### src/rtl/bit_timer_pkg.sv
// Shared types and constants for the bit timing controller.
package bit_timer_pkg;

  typedef enum logic [1:0] {
    IDLE,
    RUN,
    DONE,
    ERR
  } bt_state_t;

  // Shortest bit period the divider can produce with a distinct strobe per bit.
  localparam int unsigned BT_MIN_CLKS_PER_BIT = 2;

endpackage

### src/rtl/flex_counter.sv
// Loadable-rollover up counter: counts 1..rollover_val, then wraps to 1.
// Synchronous clear has priority over count_enable.
module flex_counter #(
  parameter int unsigned NUM_CNT_BITS = 4
) (
  input  logic                    clk,
  input  logic                    n_rst,
  input  logic                    clear,
  input  logic                    count_enable,
  input  logic [NUM_CNT_BITS-1:0] rollover_val,
  output logic [NUM_CNT_BITS-1:0] count_out,
  output logic                    rollover_flag
);

  logic [NUM_CNT_BITS-1:0] count_q;
  logic [NUM_CNT_BITS-1:0] count_d;

  // Next count: clear wins, otherwise increment and wrap to 1 at rollover.
  always_comb begin
    count_d = count_q;
    if (clear) begin
      count_d = '0;
    end else if (count_enable) begin
      if (count_q == rollover_val) begin
        count_d = NUM_CNT_BITS'(1);
      end else begin
        count_d = count_q + NUM_CNT_BITS'(1);
      end
    end
  end

  // Count register.
  always_ff @(posedge clk or negedge n_rst) begin
    if (!n_rst) begin
      count_q <= '0;
    end else begin
      count_q <= count_d;
    end
  end

  // Flag tracks the current count so it lines up with the cycle it describes.
  always_comb begin
    count_out     = count_q;
    rollover_flag = (count_q == rollover_val);
  end

endmodule

### src/rtl/bit_timer_ctrl.sv
// Frame timing controller: a clock divider and a bit counter sequenced by a
// small FSM to give one shift strobe per bit and a done pulse per frame.
module bit_timer_ctrl
  import bit_timer_pkg::*;
#(
  parameter int unsigned CLK_CNT_BITS = 4,
  parameter int unsigned BIT_CNT_BITS = 4
) (
  input  logic                    clk,
  input  logic                    n_rst,
  input  logic                    start,
  input  logic                    abort,
  input  logic [CLK_CNT_BITS-1:0] clks_per_bit,
  input  logic [BIT_CNT_BITS-1:0] num_bits,
  output logic                    busy,
  output logic                    shift_strobe,
  output logic [BIT_CNT_BITS-1:0] bit_index,
  output logic                    packet_done,
  output logic                    cfg_err
);

  bt_state_t state_q;
  bt_state_t state_d;

  logic [CLK_CNT_BITS-1:0] p_q;
  logic [BIT_CNT_BITS-1:0] n_q;
  logic                    cfg_err_q;

  logic                    cfg_legal;
  logic                    in_run;
  logic                    cnt_clear;
  logic                    strobe;
  logic                    last_bit;
  logic [CLK_CNT_BITS-1:0] clk_cnt;
  logic                    clk_rollover;
  logic [BIT_CNT_BITS-1:0] bit_cnt;
  logic                    bit_rollover;
  logic                    unused_cnt;

  assign cfg_legal = (clks_per_bit >= CLK_CNT_BITS'(BT_MIN_CLKS_PER_BIT)) &&
                     (num_bits != '0);
  assign in_run    = (state_q == RUN);
  // Clearing on abort leaves both counters at 0 when the FSM lands in IDLE.
  assign cnt_clear = !in_run || abort;
  assign strobe    = in_run && clk_rollover && !abort;
  assign last_bit  = (bit_cnt == (n_q - BIT_CNT_BITS'(1)));

  // The divider count and bit-counter flag are not needed by the control path.
  assign unused_cnt = ^{clk_cnt, bit_rollover};

  flex_counter #(
    .NUM_CNT_BITS (CLK_CNT_BITS)
  ) u_clk_cnt (
    .clk           (clk),
    .n_rst         (n_rst),
    .clear         (cnt_clear),
    .count_enable  (in_run),
    .rollover_val  (p_q),
    .count_out     (clk_cnt),
    .rollover_flag (clk_rollover)
  );

  flex_counter #(
    .NUM_CNT_BITS (BIT_CNT_BITS)
  ) u_bit_cnt (
    .clk           (clk),
    .n_rst         (n_rst),
    .clear         (cnt_clear),
    .count_enable  (strobe),
    .rollover_val  (n_q),
    .count_out     (bit_cnt),
    .rollover_flag (bit_rollover)
  );

  // State register.
  always_ff @(posedge clk or negedge n_rst) begin
    if (!n_rst) begin
      state_q <= IDLE;
    end else begin
      state_q <= state_d;
    end
  end

  // Next-state logic; abort takes precedence over a same-cycle final strobe.
  always_comb begin
    state_d = state_q;
    unique case (state_q)
      IDLE: begin
        if (start) begin
          state_d = cfg_legal ? RUN : ERR;
        end
      end
      RUN: begin
        if (abort) begin
          state_d = IDLE;
        end else if (strobe && last_bit) begin
          state_d = DONE;
        end
      end
      DONE:    state_d = IDLE;
      ERR:     state_d = IDLE;
      default: state_d = IDLE;
    endcase
  end

  // Frame configuration is captured once per accepted start.
  always_ff @(posedge clk or negedge n_rst) begin
    if (!n_rst) begin
      p_q <= '0;
      n_q <= '0;
    end else if ((state_q == IDLE) && start && cfg_legal) begin
      p_q <= clks_per_bit;
      n_q <= num_bits;
    end
  end

  // Error pulse trails the ERR state by one cycle so it appears in cycle 1.
  always_ff @(posedge clk or negedge n_rst) begin
    if (!n_rst) begin
      cfg_err_q <= 1'b0;
    end else begin
      cfg_err_q <= (state_q == ERR);
    end
  end

  // Output decode.
  always_comb begin
    busy         = in_run;
    shift_strobe = strobe;
    bit_index    = bit_cnt;
    packet_done  = (state_q == DONE);
    cfg_err      = cfg_err_q;
  end

endmodule

### config.mk
export PLATFORM = sky130hd
export DESIGN_NAME = bit_timer_ctrl
export DESIGN_NICKNAME = d
export VERILOG_FILES = /design/src/rtl/bit_timer_pkg.sv /design/src/rtl/flex_counter.sv /design/src/rtl/bit_timer_ctrl.sv
export SDC_FILE = /design/constraint.sdc
export NUM_CORES = 1
export LEC_CHECK = 0
export BUFFER_PORTS_ARGS = -buffer_cell sky130_fd_sc_hd__buf_2
export CAP_MARGIN = 10
export CORE_MARGIN = 2
export CORE_UTILIZATION = 55
export CTS_BUF_LIST = sky130_fd_sc_hd__clkbuf_4
export CTS_CLUSTER_DIAMETER = 150
export DETAILED_ROUTE_END_ITERATION = 16
export GPL_TIMING_DRIVEN = 0
export PLACE_DENSITY = 0.88
export SLEW_MARGIN = 25
export SYNTH_ARGS = -nofsm -noshare
export SYNTH_HDL_FRONTEND = slang
export SYNTH_SLANG_ARGS = --single-unit
### constraint.sdc
create_clock -name clk -period 1.7 [get_ports clk]
set_clock_uncertainty 0.1 [all_clocks]
set_input_delay 0.255 -clock clk [delete_from_list [all_inputs] [get_ports clk]]
set_output_delay 0.255 -clock clk [all_outputs]
set_load 0.03 [all_outputs]
After elaboration in Yosys (flattened, before gate mapping)
Cells that the tools add are included.
{"block": "word_totals", "latch_bits": 0, "mem_count": 0, "romBits": 0, "ram_bits": 0, "register_bits": 19, "wordCells": 44, "out_inout_bits": 8, "in_bits": 12}
{"block": "op_classes", "n_reduce_logical": 15, "div_mod_pow": 0, "bitwise": 0, "shift": 0, "multipliers": 0, "n_lt_le_gt_ge": 1, "n_addsub": 3, "n_mux": 11, "n_eq_ne": 8}
{"op": "4-bit two-way mux", "n": 6}
{"op": "4-bit equality test", "n": 3}
{"op": "4-bit by 1-bit adder with 4-bit output, second input constant", "n": 2}
{"op": "2-bit two-way mux", "n": 4}
{"op": "1-bit logical AND", "n": 6}
{"op": "2-bit case mux with 3 select lines", "n": 1}
{"op": "2-bit equality test, second input constant", "n": 2}
{"op": "4-bit by 2-bit >= comparator with 1-bit output, second input constant", "n": 1}
{"op": "2-bit nonzero test", "n": 2}
{"op": "4-bit nonzero test", "n": 1}
{"op": "4-bit by 1-bit subtractor with 4-bit output, second input constant", "n": 1}
{"op": "3-bit by 2-bit != test with 1-bit output, second input constant", "n": 1}
{"op": "2-bit by 1-bit equality test with 1-bit output, second input constant", "n": 1}
{"op": "1-bit logical NOT", "n": 2}
{"op": "2-bit logical NOT", "n": 1}
{"op": "2-bit != test, second input constant", "n": 1}
{"op": "2-bit AND reduction", "n": 1}
{"op": "2-bit OR reduction", "n": 1}
{"op": "1-bit logical OR", "n": 1}

Longest topological paths before layout
Gate-level depths: netlist (run 1).
{"block": "logic_depth", "word_depth": 7, "ltp_mapped": 6, "mapped_depth_nobuf": 6}

By module
Synthesis (run 1) repeated with hierarchy kept, for this count alone.
{"block": "hier_totals", "hier_cells": 98, "area_unflattened_um2": 1131.1}
{"mod": "bit_timer_ctrl", "seq_area_each_um2": 275.3, "area_per_inst_um2": 568.0, "n_inst": 1, "cells_each": 44}
{"mod": "flex_counter", "seq_area_each_um2": 100.1, "area_per_inst_um2": 281.5, "n_inst": 2, "cells_each": 27}

Worst setup path before layout (run 1)
No wires, ideal clock.
{"block": "synth_path", "kind": "register -> output", "startpoint": "reg state_q[1]", "endpoint": "out shift_strobe", "path_buffers": 0, "required_ps": 1345, "t_arrival_ps": 1565, "path_stages_with_launch": 4, "setup_slack_ps": -220, "cell_sequence": "dfrtp_1 > nor2b_1 > nand2b_1 > nor2_1"}
{"block": "synth_via", "elab_chain_len": 3}
{"element": "start: declaration", "line": "bit_timer_ctrl.sv:22", "source": "bt_state_t state_q;"}
{"element": "start signal: assignment", "line": "bit_timer_ctrl.sv:80", "source": "state_q <= state_d;"}
{"element": "2-bit by 1-bit equality test with 1-bit output", "line": "bit_timer_ctrl.sv:42", "source": "assign in_run = (state_q == RUN);"}
{"element": "net busy", "line": "bit_timer_ctrl.sv:15", "source": "output logic busy,"}
{"element": "1-bit logical AND (2 in a row)", "line": "bit_timer_ctrl.sv:45", "source": "assign strobe = in_run && clk_rollover && !abort;"}
{"element": "end: declaration", "line": "bit_timer_ctrl.sv:16", "source": "output logic shift_strobe,"}
The timed path passes the listed nets, and every way through them passes these cells.

Worst setup path after layout (run 1)
{"block": "layout_path", "startpoint": "reg p_q[2]", "endpoint": "out shift_strobe"}
{"block": "layout_via", "elab_chain_len": 3}
{"element": "start: declaration", "line": "bit_timer_ctrl.sv:25", "source": "logic [CLK_CNT_BITS-1:0] p_q;"}
{"element": "start signal: assignment", "line": "bit_timer_ctrl.sv:112", "source": "p_q <= clks_per_bit;"}
{"element": "4-bit equality test", "line": "flex_counter.sv:44", "source": "rollover_flag = (count_q == rollover_val);"}
{"element": "1-bit logical AND (2 in a row)", "line": "bit_timer_ctrl.sv:45"}
Every way passes these cells.

==> summary.log, run 1 <==
qor: cts.numCtsBuffers 3
qor: place.placed_cells_incl_taps 131
qor: sta.worst_slack -97.0 ps
qor: sta.post-route-min-period 1800 ps
qor: sta.maximum_frequency_from_static_timing_analysis 0.556 GHz
qor: job.timing.max_cap.violations 0
qor: sta.max_slew.worst_pin.slew 558 ps
qor: critical_path.worstPathArrival 1440 ps
qor: floorplanning.initial_utilization 58.6%
qor: synth.synth.distinct_cells 30
qor: synth.mapped_nets 102
qor: synth.ff_latch_count_synth 19
qor: global_routing.gr-usage-all-layers 25.0%
qor: route.dr_total_vias 803
qor: floorplanning.core 0.00175 sq mm
qor: sta.timing.final.hold_violations 0
qor: critical_path.worstSetupStartpointType flip-flop
qor: synth.synthesized_area_fraction_occupied_by_ao_oa_aoi_and_oai_cells 6.12%
qor: cells_and_area.fin_util 76.1%
qor: place.dpl_worst_slack -67.3 ps
qor: floorplanning.dieArea 0.00222 sq mm
qor: synth.ys_async_sr_fraction 100%
qor: outcome.failed_checks setup timing
qor: cells_and_area.drive_gt1_share 43.4%
qor: global_routing.grt_pass1_wl 3650 um
qor: power.power.density_cell_area 1070 mW/mm^2
qor: global_routing.via_count_of_the_first_global_routing_pass 767
qor: synth.synthAdderAreaFrac 3.67%
qor: synth.synth-xor-area-share 11.1%
qor: synth.synth-simple-area-share 18.8%
qor: global_routing.grt_overflow 0
qor: synth.ys_dominant_reg_cell dfrtp_1
qor: critical_path.crit_type reg2out
qor: place.place.detailed.hpwl 1510 um
qor: floorplanning.die_x 47.1 um
qor: cts.max-clock-path-buffers 2
qor: synth.largest_family_of_logic_cells_by_synthesized_area simple AND/OR/NAND/NOR gates
qor: critical_path.required 1340 ps
qor: route.drt_pass1_iterations 4
qor: sta.slew_violations 0
qor: route.avgViaCountPerCell 5.46
qor: min_path.timing.hold.worst.class in2reg
qor: synth.ys_seq_area_share 46.5%
qor: place.routabilityCongestion 0.763
qor: cts.cts_tree yes
qor: cts.cts.sinks 19
qor: floorplanning.io_pins 20
qor: route.wirelength_routed 2460 um
qor: cts.cts_root_buf clkbuf_4
qor: sta.finalHoldWorstSlack 87.8 ps
qor: route.dr_wl_cell 16.8 um
qor: route.route.detailed.drc 0
qor: synth.syn_area_per_cell 11.7 sq um
qor: sta.grt_setup_unrepaired yes
qor: synth.number_of_enable_flip_flop_cells_after_synthesis 0
qor: power.irDropWorstVdd 0.871 mV
qor: sta.slew-limit-headroom 62.7%
qor: cts.worstSkewPairLatency 300 ps
qor: global_routing.number_of_antenna_violations_at_the_first_check_in_global_routing 0
qor: sta.min_period_over_period 106%
qor: route.initialDrtViolationCount 14
qor: floorplanning.fp-row-count 15
qor: critical_path.worst-path-max-fanout 2
qor: cells_and_area.design.final.nets 138
qor: sta.number_of_setup_violations_in_the_final_report 4
qor: critical_path.endpoint_kind output pin
qor: global_routing.grt_max_degree 20
qor: route.route.antenna.remaining_nets 0
qor: synth.synth.cell_area 0.00102 sq mm
qor: floorplanning.die_height 47.1 um
qor: synth.cell_count_after_synthesis 87
qor: power.power_leakage 0.636 nW
qor: cts.ctsHtreeMaxLevel 1
qor: cells_and_area.area_overhead_vs_synth 30.0%
qor: synth.yosys-mux-area-fraction 11.8%
qor: synth.yosysWarnings 0
qor: outcome.outcome finished with violations
qor: place.port_buffers 19
qor: cts.clkTransAtPathRegs 100 ps
qor: cells_and_area.diodes 0
qor: cells_and_area.finalNonFillerCells 147
[where the power goes]
part / leakage [nW] / switching (W) / total, W / internal, W
Clock: 0.0184 / 0.000141 / 0.000248 / 0.000108
Combinational: 0.373 / 0.000263 / 0.000568 / 0.000305
Sequential: 0.244 / 0.0000786 / 0.000608 / 0.000529
Total: 0.636 / 0.000482 / 0.00142 / 0.000942
[cell usage in the layout (no fill, tap or decap), drive strengths merged]
cell	count
nor4b	1
o21ai	1
a21oi	2
nor3	3
nand2	4
o21bai	1
o41ai	1
nor4	1
mux2	8
nand3	3
o2bb2ai	1
a32oi	1
dlygate4sd3	1
clkbuf	4
nand4	2
ha	3
or4b	1
and2	1
xor2	1
inv	4
nor3b	1
nor2b	2
a31oi	1
xnor2	12
nor2	6
and3	3
dfrtp	19
buf	31
nand2b	2
o21a	1
[critical path: stages, from the launching register on]
cell	delay, ps
dfrtp_1	410
xnor2_1	180
nand4_1	180
buf_6	170
nor2_4	70
buf_6	130
[per-layer routing]
metal | GRT usage [%] | routed length [um] | vias up
li1 | - | - | 375
met2 | 45.8 | 1280 | 31
met1 | 29.2 | 993 | 391
met4 | 5.00 | 28 | 0
met3 | 6.92 | 165 | 6
met5 | 0 | 0 | -
[cells in the mapped netlist, drive strengths merged, types with 2 or more instances]
library cell | number | area, sq um
ha | 3 | 37.5
nor2b | 2 | 12.5
a21oi | 2 | 10.0
nor3 | 3 | 26.3
nand2 | 4 | 15.0
xnor2 | 12 | 105
inv | 4 | 15.0
nand3 | 3 | 15.0
nand2b | 2 | 12.5
and3 | 3 | 18.8
dfrtp | 19 | 475
nor2 | 6 | 22.5
nand4 | 2 | 18.8
mux2 | 8 | 120
[registers in the layout (all words and copies together) (netlist names)]
| name | cells |
|---|---|
| cfg_err | 1 |
| p_q | 4 |
| u_clk_cnt.count_out | 4 |
| u_bit_cnt.count_out | 4 |
| n_q | 4 |
| state_q | 2 |
[final cells by class]
| type | instances | area, sq um |
|---|---|---|
| fill | 113 | 417 |
| tap | 25 | 31.3 |
| multi-input combinational | 63 | 572 |
| clock buffer | 4 | 30.0 |
| buffer | 1 | 11.3 |
| inverter | 4 | 15.0 |
| timing repair buffer | 31 | 194 |
| sequential | 19 | 475 |
[cells by family (layout without fill, tap and decap cells)]
| group | count (synthesis) | in the layout |
|---|---|---|
| adders and majority gates | 3 | 3 |
| buffers and inverters | 5 | 40 |
| AOI/OAI and AO/OA | 9 | 9 |
| muxes | 8 | 8 |
| and+or+nand+nor | 30 | 30 |
| xor gates and xnor gates | 13 | 13 |
| DFF | 19 | 19 |
[what timing repair did]
action / CTS / global route
hold buffers: 1 / 0
setup endpoints to repair: 10 / 6
setup buffers: 10 / 1
resized for setup: 6 / 4
endpoints found under the hold margin: 19 / 0
pin swaps: 4 / 3
[worst paths after layout]
kind                            depth (start not counted)                      to  slack [ps]            start
worst max-delay path                                    5            shift_strobe        -100           p_q[2]
worst min-delay path                                    2                  p_q[0]          90  clks_per_bit[0]
worst max register to register                          7  u_bit_cnt.count_out[1]         -50           p_q[2]
worst min register to register                          1                  p_q[2]         450           p_q[2]
max in group asynchronous                               2                 cfg_err         900            n_rst
min in group asynchronous                               2  u_clk_cnt.count_out[0]         300            n_rst
[stage by stage]
stage | power (W) | setup TNS [ps] | area [sq um]
3_3_place_gp | 0.00103 | -144 | 1150
3_5_place_dp | 0.00105 | -529 | 1150
6_report | 0.00142 | -194 | 1330
5_1_grt | 0.00149 | -607 | 1330
2_1_floorplan | 0.000949 | 0 | 1030
4_1_cts | 0.00137 | -111 | 1290
No activity file was read; power rests on OpenSTA's default activity.
==> run 2, diff against run 1 <==
- ABC_AREA: unset -> 1
- PLACE_DENSITY: 0.88 -> 0.87
==> summary.log, run 2 <==
qor: outcome.outcome finished with violations [unchanged]
qor: outcome.failed_checks setup timing [unchanged]
qor: route.route.detailed.drc 0 [unchanged]
qor: place.place.detailed.hpwl 1720 um [was 1510 um]
qor: synth.post-synth-top-count-cell nand2_1 [was dfrtp_1]
qor: sta.grt_setup_unrepaired yes [unchanged]
qor: critical_path.cp_slowest_stage_delay 430 ps [was 410 ps]
qor: job.timing.max_cap.violations 0 [unchanged]
qor: cells_and_area.area_overhead_vs_synth 21.0% [was 30.0%]
qor: critical_path.sequence_of_cells_on_the_critical_path inv_1 > nand2_1 > nand2_1 > nor2_2 > nand2_2 > nor2_4 > buf_6 [was xnor2_1 > nand4_1 > buf_6 > nor2_4 > buf_6]
qor: synth.yosysWarnings 0 [unchanged]
qor: sta.worst_slack -13.7 ps [was -97.0 ps]
qor: floorplanning.io_pins 20 [unchanged]
qor: cts.numCtsBuffers 3 [unchanged]
qor: route.drt_pass1_iterations 4 [unchanged]
qor: power.power.density_cell_area 1440 mW/mm^2 [was 1070 mW/mm^2]
qor: power.irDropWorstVdd 1.02 mV [was 0.871 mV]
qor: global_routing.grt_overflow 0 [unchanged]
qor: floorplanning.core 0.00196 sq mm [was 0.00175 sq mm]
qor: floorplanning.initial_utilization 58.6% [about the same]
qor: global_routing.grt_pass1_wl 4250 um [was 3650 um]
qor: critical_path.crit_type reg2out [unchanged]
qor: sta.slew-limit-headroom 72.0% [was 62.7%]
qor: synth.ys_async_sr_fraction 100% [unchanged]
qor: floorplanning.fp-row-count 16 [was 15]
qor: critical_path.reg2reg_depth 11 [was 7]
qor: synth.mapped_nets 171 [was 102]
qor: synth.cell_count_after_synthesis 156 [was 87]
qor: critical_path.critical_path_depth 7 [was 5]
qor: place.dpl_worst_slack 158 ps [was -67.3 ps]
qor: global_routing.grt_max_degree 20 [unchanged]
qor: route.routed-wl-met3 151 um [was 165 um]
qor: synth.ff_latch_count_synth 19 [unchanged]
qor: synth.ys_seq_area_share 41.3% [was 46.5%]
qor: critical_path.worstSetupStartpointType flip-flop [unchanged]
qor: cts.clkTransAtPathRegs 110 ps [was 100 ps]
qor: cells_and_area.final_common_cell nand2_1 [was dfrtp_1]
qor: route.maxUsedRoutingLayer met4 [unchanged]
qor: cts.cts_root_buf clkbuf_4 [unchanged]
qor: sta.min_period_over_period 101% [was 106%]
qor: power.power_leakage 0.779 nW [was 0.636 nW]
qor: route.route.layer.met1.wl 1120 um [was 993 um]
qor: sta.slew_violations 0 [unchanged]
qor: synth.ys_dominant_reg_cell dfrtp_1 [unchanged]
qor: synth.number_of_enable_flip_flop_cells_after_synthesis 0 [unchanged]
qor: synth.syn_area_per_cell 7.37 sq um [was 11.7 sq um]
qor: synth.synth.distinct_cells 23 [was 30]
qor: sta.finalHoldWorstSlack 100 ps [was 87.8 ps]
qor: route.route.antenna.remaining_nets 0 [unchanged]
qor: cells_and_area.finalNonFillerCells 213 [was 147]
qor: cts.max-clock-path-buffers 2 [unchanged]
qor: global_routing.number_of_antenna_violations_at_the_first_check_in_global_routing 0 [unchanged]
qor: synth.synth.cell_area 0.00115 sq mm [was 0.00102 sq mm]
qor: sta.maximum_frequency_from_static_timing_analysis 0.584 GHz [was 0.556 GHz]
qor: cells_and_area.layout.cells.most_common_list 55 x nand2_1, 27 x inv_1, 19 x dfrtp_1 [was 19 x dfrtp_1, 18 x buf_2, 12 x xnor2_1]
qor: route.dr_wl_cell 12.4 um [was 16.8 um]
qor: synth.synthTopCellsByArea dfrtp_1 41%, nand2_1 18%, inv_1 8.8% [was dfrtp_1 47%, mux2_4 12%, xnor2_1 10%]
qor: cts.worstSkewPairLatency 290 ps [was 300 ps]
qor: route.avgViaCountPerCell 5.08 [was 5.46]
qor: sta.timing.final.hold_violations 0 [unchanged]
qor: critical_path.worst-path-max-fanout 3 [was 2]
qor: sta.max_slew.worst_pin.slew 420 ps [was 558 ps]
qor: synth.netlist_top_cells_count 55 x nand2_1, 27 x inv_1, 19 x dfrtp_1 [was 19 x dfrtp_1, 12 x xnor2_1, 8 x mux2_4]
qor: route.wirelength_routed 2650 um [was 2460 um]
qor: critical_path.slowest_stage dfrtp_1 [unchanged]
qor: synth.synth.top_cell.area_share 41.3% [was 46.5%]
qor: route.detailroute.wirelength.met2 1330 um [was 1280 um]
qor: sta.post-route-min-period 1710 ps [was 1800 ps]
qor: cts.ctsHtreeMaxLevel 1 [unchanged]
qor: floorplanning.die_x 49.7 um [was 47.1 um]
qor: global_routing.gr-usage-all-layers 22.2% [was 25.0%]
qor: critical_path.worstPathArrival 1360 ps [was 1440 ps]
qor: critical_path.critical-path-top-delay-family flip-flops [unchanged]
qor: cts.cts.sinks 19 [unchanged]
qor: route.initialDrtViolationCount 28 [was 14]
qor: critical_path.cp_common_cell nand2_1 [was buf_6]
qor: synth.synth.largest_area_cell dfrtp_1 [unchanged]
qor: global_routing.via_count_of_the_first_global_routing_pass 1053 [was 767]
qor: critical_path.endpoint_kind output pin [unchanged]
qor: place.routabilityCongestion 0.811 [was 0.763]
qor: min_path.timing.hold.worst.class in2reg [unchanged]
qor: cts.cts_tree yes [unchanged]
qor: floorplanning.dieArea 0.00247 sq mm [was 0.00222 sq mm]
qor: floorplanning.die_height 49.7 um [was 47.1 um]
qor: critical_path.required 1340 ps [about the same]
qor: cells_and_area.design.final.nets 202 [was 138]
qor: place.port_buffers 19 [unchanged]
qor: min_path.holdPathStages 3 [was 2]
qor: cells_and_area.drive_gt1_share 25.8% [was 43.4%]
qor: sta.number_of_setup_violations_in_the_final_report 1 [was 4]
qor: route.dr_total_vias 1081 [was 803]
qor: place.placed_cells_incl_taps 202 [was 131]
qor: critical_path.critPathBufInv 2 [unchanged]
qor: cells_and_area.diodes 0 [unchanged]
## run 2: changes by cell type after synthesis, moves of 3 or more
cell,before,now
o21ai_0,0,5
nor2_1,6,11
and3_1,3,0
o21ai_1,1,4
inv_2,0,3
mux2_4,8,0
nand2_1,4,55
inv_1,4,27
xnor2_1,12,4
## run 2: metal layers
metal / vias to the layer above / GRT usage [%]
li1: 530 / -
met3: 8 / 3.64
met5: - / 0
met1: 498 / 27.2
met4: 0 / 7.87
met2: 45 / 39.1
## run 2: timing repair
| action | in CTS | in global routing |
|---|---|---|
| hold buffers | 1 | 0 |
| pin swaps | 2 | 3 |
| endpoints found under the hold margin | 19 | 0 |
| setup buffers | 6 | 0 |
| setup endpoints to repair | 1 | 3 |
| resized for setup | 2 | 4 |
## run 2: kinds of logic after synthesis
family / Yosys count / share of synthesized area (%)
buf+inv: 32 / 11.2
flops: 19 / 41.3
fa+ha+maj: 3 / 3.26
simple gates: 81 / 32.1
compound gates: 14 / 6.75
xor+xnor: 7 / 5.33
## run 2: through the flow
stage | setup TNS, ps | power (W) | util [%] | area, sq um
2_1_floorplan | 0 | 0.00138 | - | 1150
6_report | -13.7 | 0.00200 | 70.9 | 1390
3_5_place_dp | 0 | 0.00160 | 65.2 | 1280
4_1_cts | 0 | 0.00190 | 69.8 | 1370
5_1_grt | -128 | 0.00214 | 70.9 | 1390
3_3_place_gp | 0 | 0.00153 | 65.2 | 1280
## run 2: power breakdown
| part | switching (W) | internal, W |
|---|---|---|
| Combinational | 0.000648 | 0.000386 |
| Sequential | 0.000141 | 0.000580 |
| Clock | 0.000138 | 0.000107 |
| Total | 0.000927 | 0.00107 |
## run 2: layout make-up
cell class,count,area (sq um)
plain buffers,1,11.3
clock buffers,4,30.0
fillers,160,571
inverters,31,118
multi-input cells,105,567
flip-flops and latches,19,475
well taps,27,33.8
repair buffers,26,156
## run 2: worst paths after layout
| check | startpoint | endpoint | slack [ps] |
|---|---|---|---|
| min in group asynchronous | n_rst | u_bit_cnt.count_out[2] | 320 |
| max in group asynchronous | n_rst | n_q[2] | 890 |
| setup reg to reg | p_q[3] | state_q[0] | 40 |
| hold / removal | clks_per_bit[0] | p_q[0] | 100 |
| hold reg to reg | p_q[1] | p_q[1] | 440 |
| setup / recovery | p_q[3] | shift_strobe | -10 |
## run 2: worst min-delay path: cells and delay by family
kind	cells	cell delay, ps
buf+inv	1	70
simple gates	1	30
compound gates	1	90
==> run 3, diff against run 2 <==
- ABC_AREA: 1 -> unset
- CTS_BUF_LIST: sky130_fd_sc_hd__clkbuf_4 -> sky130_fd_sc_hd__clkbuf_8
- PLACE_DENSITY: 0.87 -> 0.88
==> summary.log, run 3 (synthesis gave the netlist of run 1 again) <==
qor: outcome.outcome finished with violations [unchanged]
qor: outcome.failed_checks setup timing [unchanged]
qor: power.combPwrFrac 35.4% [was 51.7%]
qor: critical_path.crit_type reg2out [unchanged]
qor: critical_path.slowest_stage dfrtp_1 [unchanged]
qor: min_path.holdPathStages 2 [was 3]
qor: floorplanning.die_height 47.1 um [was 49.7 um]
qor: cts.cts_root_buf clkbuf_8 [was clkbuf_4]
qor: critical_path.worstPathArrival 1400 ps [was 1360 ps]
qor: floorplanning.dieArea 0.00222 sq mm [was 0.00247 sq mm]
qor: sta.min_period_over_period 103% [was 101%]
qor: critical_path.cp_slowest_stage_delay 410 ps [was 430 ps]
qor: route.drt_pass1_iterations 4 [unchanged]
qor: cts.cts_tree yes [unchanged]
qor: cells_and_area.layout.cells.most_common_list 19 x dfrtp_1, 18 x buf_2, 12 x xnor2_1 [was 55 x nand2_1, 27 x inv_1, 19 x dfrtp_1]
qor: floorplanning.die_x 47.1 um [was 49.7 um]
qor: min_path.hold_path_startpoint clks_per_bit[0] [unchanged]
qor: sta.max_slew.worst_pin.slew 512 ps [was 420 ps]
qor: critical_path.cp_common_cell buf_6 [was nand2_1]
qor: cells_and_area.diodes 0 [unchanged]
qor: cells_and_area.fin_util 74.5% [was 70.9%]
qor: global_routing.grt_overflow 0 [unchanged]
qor: route.route.detailed.drc 0 [unchanged]
qor: global_routing.gr-usage-all-layers 22.5% [was 22.2%]
qor: route.route.antenna.remaining_nets 0 [unchanged]
qor: cells_and_area.fill_cells 119 [was 160]
qor: cells_and_area.multi_input_comb_area 566 sq um [was 567 sq um]
qor: sta.slew-limit-headroom 65.6% [was 72.0%]
qor: critical_path.reg2reg_depth 6 [was 11]
qor: place.port_buffers 19 [unchanged]
qor: power.power_leakage 0.608 nW [was 0.779 nW]
qor: route.dr_total_vias 788 [was 1081]
qor: route.avgViaCountPerCell 5.55 [was 5.08]
qor: critical_path.sequence_of_cells_on_the_critical_path xnor2_1 > nand4_1 > buf_6 > nor2_4 > buf_6 [was inv_1 > nand2_1 > nand2_1 > nor2_2 > nand2_2 > nor2_4 > buf_6]
qor: cells_and_area.area_overhead_vs_synth 27.2% [was 21.0%]
qor: cells_and_area.final_common_cell dfrtp_1 [was nand2_1]
qor: critical_path.worst_case_register_to_register_setup_slack 60 ps [was 40 ps]
qor: cts.worstSkewPairLatency 260 ps [was 290 ps]
qor: cts.cts.sinks 19 [unchanged]
qor: sta.grt_setup_unrepaired yes [unchanged]
qor: sta.timing.final.hold_violations 0 [unchanged]
qor: cts.numCtsBuffers 3 [unchanged]
qor: power.swShare 33.1% [was 46.4%]
qor: floorplanning.core 0.00175 sq mm [was 0.00196 sq mm]
qor: place.place.detailed.hpwl 1510 um [was 1720 um]
qor: sta.worst_slack -56.7 ps [was -13.7 ps]
qor: cts.max-clock-path-buffers 2 [unchanged]
qor: sta.slew_violations 0 [unchanged]
qor: place.dpl_worst_slack -67.3 ps [was 158 ps]
qor: power.power.switching 0.000475 W [was 0.000927 W]
qor: critical_path.worst-path-max-fanout 6 [was 3]
qor: critical_path.required 1340 ps [about the same]
qor: global_routing.grt_pass1_wl 3310 um [was 4250 um]
qor: critical_path.endpoint_kind output pin [unchanged]
qor: critical_path.crit-reg2reg-launch u_clk_cnt.count_out[3] [was p_q[3]]
qor: min_path.timing.hold.worst.class in2reg [unchanged]
qor: cells_and_area.design.final.nets 133 [was 202]
qor: sta.post-route-min-period 1760 ps [was 1710 ps]
qor: floorplanning.io_pins 20 [unchanged]
qor: floorplanning.fp-row-count 15 [was 16]
qor: job.timing.max_cap.violations 0 [unchanged]
qor: global_routing.grt_max_degree 20 [unchanged]
qor: floorplanning.initial_utilization 58.6% [about the same]
qor: route.wirelength_routed 2350 um [was 2650 um]
qor: min_path.whs_endpoint p_q[0] [unchanged]
qor: power.power.density_cell_area 1100 mW/mm^2 [was 1440 mW/mm^2]
qor: cells_and_area.final-seq-area 475 sq um [unchanged]
qor: sta.number_of_setup_violations_in_the_final_report 1 [unchanged]
qor: critical_path.reg2reg_to u_bit_cnt.count_out[3] [was state_q[0]]
qor: place.routabilityCongestion 0.763 [was 0.811]
qor: power.clock_power_share 21.9% [was 12.3%]
qor: route.dr_wl_cell 16.5 um [was 12.4 um]
qor: cells_and_area.drive_gt1_share 39.3% [was 25.8%]
qor: sta.maximum_frequency_from_static_timing_analysis 0.569 GHz [was 0.584 GHz]
qor: cts.clkTransAtPathRegs 70 ps [was 110 ps]
qor: power.cell_internal_pwr 0.000957 W [was 0.00107 W]
qor: power.irDropWorstVdd 0.860 mV [was 1.02 mV]
qor: critical_path.worstSetupStartpointType flip-flop [unchanged]
qor: cts.ctsHtreeMaxLevel 1 [unchanged]
qor: power.p_seq_share 42.7% [was 36.0%]
qor: global_routing.via_count_of_the_first_global_routing_pass 731 [was 1053]
qor: route.initialDrtViolationCount 14 [was 28]
qor: sta.timing.setup.tns -56.7 ps [was -13.7 ps]
qor: global_routing.number_of_antenna_violations_at_the_first_check_in_global_routing 0 [unchanged]
-- run 3: per-stage QoR --
step | instance area, sq um | hold slack (ps) | total power (W) | cells
floorplan | 1030 | -141 | 0.000949 | 87
global placement | 1150 | 108 | 0.00103 | 131
detailed placement | 1150 | 112 | 0.00105 | 131
CTS | 1240 | 132 | 0.00138 | 138
global route | 1300 | 142 | 0.00150 | 142
finish | 1300 | 126 | 0.00143 | 142
-- run 3: what timing repair did --
action                     in CTS  in global routing
resized for setup               5                  4
buffers inserted                2                  4
hold buffers                    1                  0
hold endpoints to repair       19                  0
pin swaps                       2                  4
setup endpoints to repair      10                  2
-- run 3: critical path, delay by kind of cell, from the launching register on --
| family | cells | cell delay (ps) |
|---|---|---|
| DFF | 1 | 410 |
| buffers and inverters | 2 | 310 |
| xor gates and xnor gates | 1 | 170 |
| and+or+nand+nor | 2 | 240 |
-- run 3: metal layers --
| metal | part of all wire [%] | global-route usage [%] | up-vias |
|---|---|---|---|
| met3 | 5.8 | 7.31 | 6 |
| met1 | 38 | 26.5 | 385 |
| met5 | 0 | 0 | - |
| met2 | 54 | 38.9 | 34 |
| li1 | - | - | 363 |
| met4 | 1.3 | 7.22 | 0 |
-- run 3: cell type report --
cell class | instances | share of cell area (%)
clock buffer | 3 | 3.18
sequential | 19 | 36.6
clock inverter | 1 | 0.289
multi-input combinational | 63 | 43.5
timing repair buffer | 26 | 12.0
buffer | 1 | 0.866
inverter | 4 | 1.15
tap | 25 | 2.41
-- run 3: how the worst max path moves through the flow --
stage | end | start | cells past startpoint | slack [ps]
after global routing | shift_strobe | u_clk_cnt.count_out[2] | 5 | -100
final | shift_strobe | u_clk_cnt.count_out[3] | 5 | -60
after CTS | shift_strobe | u_clk_cnt.count_out[0] | 5 | -60
after global placement | p_q[1] | state_q[1] | 4 | -20
after detailed placement | p_q[0] | state_q[1] | 4 | -70
after floorplan | u_bit_cnt.count_out[2] | u_bit_cnt.count_out[1] | 4 | 60
-- run 3: power by group through the flow --
stage | clock network (W) | registers [W] | logic [W]
finish | 0.000313 | 0.000611 | 0.000507
global route | 0.000332 | 0.000617 | 0.000547
CTS | 0.000315 | 0.000611 | 0.000460
detailed placement | 0 | 0.000615 | 0.000438
global placement | 0 | 0.000610 | 0.000416
floorplan | 0 | 0.000599 | 0.000350
